===== src/rtl/dz_count.sv =====
// dz_count: debounced start/clear countdown sequencer feeding the dot-matrix digit bus
// Ports: clk (1 kHz scan clock), rst (async, active-high),
//        btn_start / btn_clr (raw active-high keys, asynchronous to clk),
//        num (registered count value), running (high in RUN), done (high in DONE).
// Option: define DZ_COUNT_AUTO_RELOAD_EN to reload START_VAL one count period after reaching 0.
module dz_count #(
   parameter int TICK_DIV  = 1000,
   parameter int DEB_CYC   = 20,
   parameter int START_VAL = 5
) (
   input  logic       clk,
   input  logic       rst,
   input  logic       btn_start,
   input  logic       btn_clr,
   output logic [2:0] num,
   output logic       running,
   output logic       done
);
   localparam int PW = $clog2(TICK_DIV);
   localparam int DW = $clog2(DEB_CYC + 1);
   localparam logic [2:0] LOAD = 3'(START_VAL);
   typedef enum logic [1:0] {IDLE, RUN, PAUSE, DONE} state_t;
   state_t        r_state, w_state_n;
   logic [PW-1:0] r_pre, w_pre_n;
   logic [2:0]    w_num_n;
   logic [1:0]    r_s1, r_s2, r_deb, r_deb_q, w_press;
   logic [DW-1:0] r_cnt [2];
   logic          w_counting, w_tick;
   // key bit 0 is start, bit 1 is clear
   always_ff @(posedge clk or posedge rst)
      if (rst) begin
         r_s1    <= '0;
         r_s2    <= '0;
         r_deb   <= '0;
         r_deb_q <= '0;
         r_cnt   <= '{default: '0};
      end else begin
         r_s1    <= {btn_clr, btn_start};
         r_s2    <= r_s1;
         r_deb_q <= r_deb;
         for (int k = 0; k < 2; k++) begin
            // any return to the accepted level restarts qualification
            if (r_s2[k] == r_deb[k]) r_cnt[k] <= '0;
            else if (r_cnt[k] == DW'(DEB_CYC)) begin
               r_deb[k] <= r_s2[k];
               r_cnt[k] <= '0;
            end else r_cnt[k] <= r_cnt[k] + DW'(1);
         end
      end
   assign w_press = r_deb & ~r_deb_q;
   always_comb begin
`ifdef DZ_COUNT_AUTO_RELOAD_EN
      w_counting = r_state == RUN || r_state == DONE;
`else
      w_counting = r_state == RUN;
`endif
      w_tick    = w_counting && r_pre == PW'(TICK_DIV - 1);
      w_state_n = r_state;
      w_num_n   = num;
      w_pre_n   = w_counting ? (w_tick ? '0 : r_pre + PW'(1)) : r_pre;
      if (w_press[1]) begin
         w_state_n = IDLE;
         w_num_n   = LOAD;
         w_pre_n   = '0;
      end else case (r_state)
         IDLE: if (w_press[0]) begin
            w_state_n = RUN;
            w_pre_n   = '0;
         end
         RUN: begin
            if (w_tick) w_num_n = num - 3'd1;
            // a start coinciding with the final tick still ends in DONE
            if (w_tick && num == 3'd1) w_state_n = DONE;
            else if (w_press[0]) w_state_n = PAUSE;
         end
         PAUSE: if (w_press[0]) w_state_n = RUN;
         DONE: if (w_press[0]) begin
            w_state_n = RUN;
            w_num_n   = LOAD;
            w_pre_n   = '0;
         end
`ifdef DZ_COUNT_AUTO_RELOAD_EN
         else if (w_tick) begin
            w_state_n = RUN;
            w_num_n   = LOAD;
         end
`endif
         default: ;
      endcase
   end
   always_ff @(posedge clk or posedge rst)
      if (rst) begin
         r_state <= IDLE;
         r_pre   <= '0;
         num     <= LOAD;
         running <= 1'b0;
         done    <= 1'b0;
      end else begin
         r_state <= w_state_n;
         r_pre   <= w_pre_n;
         num     <= w_num_n;
         running <= w_state_n == RUN;
         done    <= w_state_n == DONE;
      end
endmodule


===== config.mk =====
export PLATFORM = sky130hd
export DESIGN_NAME = dz_count
export DESIGN_NICKNAME = d
export VERILOG_FILES = /design/src/rtl/dz_count.sv
export SDC_FILE = /design/constraint.sdc
export NUM_CORES = 1
export LEC_CHECK = 0
export ABC_AREA = 1
export CORE_MARGIN = 2
export CORE_UTILIZATION = 46
export CTS_BUF_LIST = sky130_fd_sc_hd__clkbuf_4 sky130_fd_sc_hd__clkbuf_8
export DETAILED_ROUTE_END_ITERATION = 10
export GPL_TIMING_DRIVEN = 0
export PLACE_DENSITY_LB_ADDON = 0.05
export RECOVER_POWER = 50
export SYNTH_ARGS = -nofsm -noshare
export SYNTH_HDL_FRONTEND = slang
export SYNTH_SLANG_ARGS = --single-unit

===== constraint.sdc =====
create_clock -name clk -period 2.6 [get_ports clk]
set_input_delay 0.26 -clock clk [delete_from_list [all_inputs] [get_ports clk]]
set_output_delay 0.26 -clock clk [all_outputs]
set_load 0.02 [all_outputs]

==> impl_metrics.ini <==
[logic_synthesis]
synth.cell_area_um2 = 1715
synth_top_area_share_pct = 48.14
syn_nets = 206
yosys-top-cells-area = dfrtp_1 (48%), nand2_1 (7.4%), ha_1 (7.3%), inv_1 (6.1%), nor2_1 (5.7%)
seq_area_frac_synth_pct = 51.20
synth_cell_types = 24
synthDominantAreaCellType = dfrtp_1
ys_warn_count = 0
netlist_instances = 192
syn_avg_cell_area_um2 = 8.934
ys_ff_latch = 35

[pwr]
p_leak_nw = 0.9555
power_density_nw_per_um2 = 512.3
p_total_mw = 0.9960
ir_drop_mv = 0.3691

[run]
cap_violations = 0

[place]
place_area_um2 = 1856
place_inst = 248
dp_hpwl_um = 2110
gp_congestion = 0.7564
io_buffers = 8

[worst_setup_path]
crit_required_ns = 2.34
crit_path_max_fanout = 5
critPathBufInv = 1
crit_chain = clkdlybuf4s50_1
arrival_ns = 1.47
endpoint_kind = primary output
max_stage_delay_ns = 0.61
start_kind = flop
critical_path_class = flop to primary output
slowest_stage = clkdlybuf4s50_1
cp_top_family = buffers and inverters

[grt]
grt_pass1_wl_um = 5388
grtUsageMet2_pct = 29.77
gr-max-usage-layer = met2
grt_start_max_net_pins = 36
gr-total-overflow = 0
grt_antenna_before_repair = 0
met3_usage_pct = 4.167
track_usage_pct = 16.79
use_met1_pct = 18.89
grt_pass1_vias = 1272

[sta]
finalHoldViolCount = 0
timing.final.crit_period_ns = 1.729
finalMaxSlewViolations = 0
tns_ns = 0
worst_pin_slew_ns = 1.292
maxSlewHeadroom_pct = 13.77
fin_crit_sh_pct = 66.50
rsz0062_at_grt = false
setup_viol = 0
max_freq_mhz = 578.4
finClkSkew_ns = 0.006835

[detailed_routing]
num_vias = 1231
detail-route-antenna-nets = 0
drc = 0
dr.pass1.iters = 4
routed_wl_um = 2832
post_drt_wl_per_cell_um = 11.06
vias_per_cell = 4.809
drt_iter0_drc = 97

[clock_network]
ctsHoldBuffers = 0
post-cts-setup-buffers = 0
clockRootBuffer = clkbuf_8
cts_buffers = 5
htree_levels = 2
tritoncts = yes
cts-resized-gates = 0
path_clk_slew_ns = 0.07
insertion_delay_ns = 0.29
clock-sinks = 35
clockBufferDepth = 2

[cells_and_area]
fin_area_um2 = 1944
final_nets = 221
diodes = 0
fill_cells = 358
finalNonFillerCells = 256
syn_to_final_growth_pct = 13.35
drive_gt1_share_pct = 12.02

[floorplan]
core_um2 = 3633
start_util_pct = 47.21
ioPinCount = 9
die_x_um = 65.07
die_h_um = 65.07
std_cell_rows = 22
die_area_um2 = 4233

[hold_path]
hold_path.class = flop to flop

[run_status]
status = finished, final reports clean
-- sequential cells by signal (all words and copies together), names as in the netlist --
register  count
r_pre        10
r_deb         2
r_deb_q       2
num           3
running       1
r_s2          2
r_cnt        10
r_s1          2
done          1
r_state       2
-- cell usage in the layout, fill, tap and decap left out, drive strengths merged, types with 3 or more instances in the layout --
cell type	count
nor3b	4
a21oi	7
clkdlybuf4s50	5
nand4	4
nand2	37
dlygate4sd3	3
inv	33
xor2	4
ha	10
xnor2	6
nand3	14
clkbuf	5
nor2	31
dfrtp	33
-- cells in the mapped netlist, drive strengths merged --
library cell and number:
nand2 37, dfrtp 33, inv 33, nor2 31, nand3 14, ha 10, a21oi 7, xnor2 6
nand4 4, nor3b 4, xor2 4, dfstp 2, nor3 2, o21ai 2, clkinv 1, nand3b 1
o21bai 1
-- stage by stage --
stage | hold slack (ns) | setup slack [ns] | utilization [%]
6_report | 0.3606 | 0.8709 | 53.51
5_1_grt | 0.3670 | 0.7606 | 53.51
4_1_cts | 0.3653 | 0.8596 | 53.51
3_5_place_dp | 0.3472 | 0.7418 | 51.07
3_3_place_gp | 0.3342 | 0.7910 | 51.07
2_1_floorplan | 0.2914 | 1.216 | -
-- power breakdown --
group          switching (mW)  total, mW  internal, mW
Combinational          0.0230     0.0368        0.0139
Clock                   0.208      0.394         0.186
Sequential            0.00947      0.565         0.555
-- layout make-up --
type	count	area [um2]	share of cell area, %
clock inverters	3	20.02	1.030
inverters	34	127.6	6.564
repair buffers	8	80.08	4.118
flip-flops and latches	35	878.3	45.17
multi-input cells	123	709.4	36.49
well taps	48	60.06	3.089
clock buffers	5	68.82	3.539
-- final timing paths --
check | to | cells past startpoint | slack, ns | start
worst max-delay path | num[0] | 1 | 0.87 | num[0]
worst min-delay path | r_s2[1] | 0 | 0.36 | r_s1[1]
worst max register to register | done | 8 | 0.97 | r_state[1]
worst min register to register | r_s2[1] | 0 | 0.36 | r_s1[1]
max in group asynchronous | r_cnt[7] | 2 | 1.07 | rst
min in group asynchronous | r_cnt[9] | 2 | 0.77 | rst
-- per-layer routing --
| layer | routed length, um | vias to the layer above |
|---|---|---|
| li1 | - | 623 |
| met1 | 1233 | 583 |
| met2 | 1459 | 21 |
| met3 | 97 | 4 |
| met4 | 42 | 0 |
| met5 | 0 | - |
-- logic make-up (layout without fill, tap and decap cells) --
family                   after synthesis  count (layout)  share of synthesized area, %
AO/OA/AOI/OAI                         10              10                         3.063
XOR/XNOR                              10              10                         5.106
flip-flops                            35              35                         51.20
buffers and inverters                 34              50                         7.440
adder cells (fa/ha/maj)               10              10                         7.294
AND/OR/NAND/NOR                       93              93                         25.89
(Power assumes the default switching activity.)
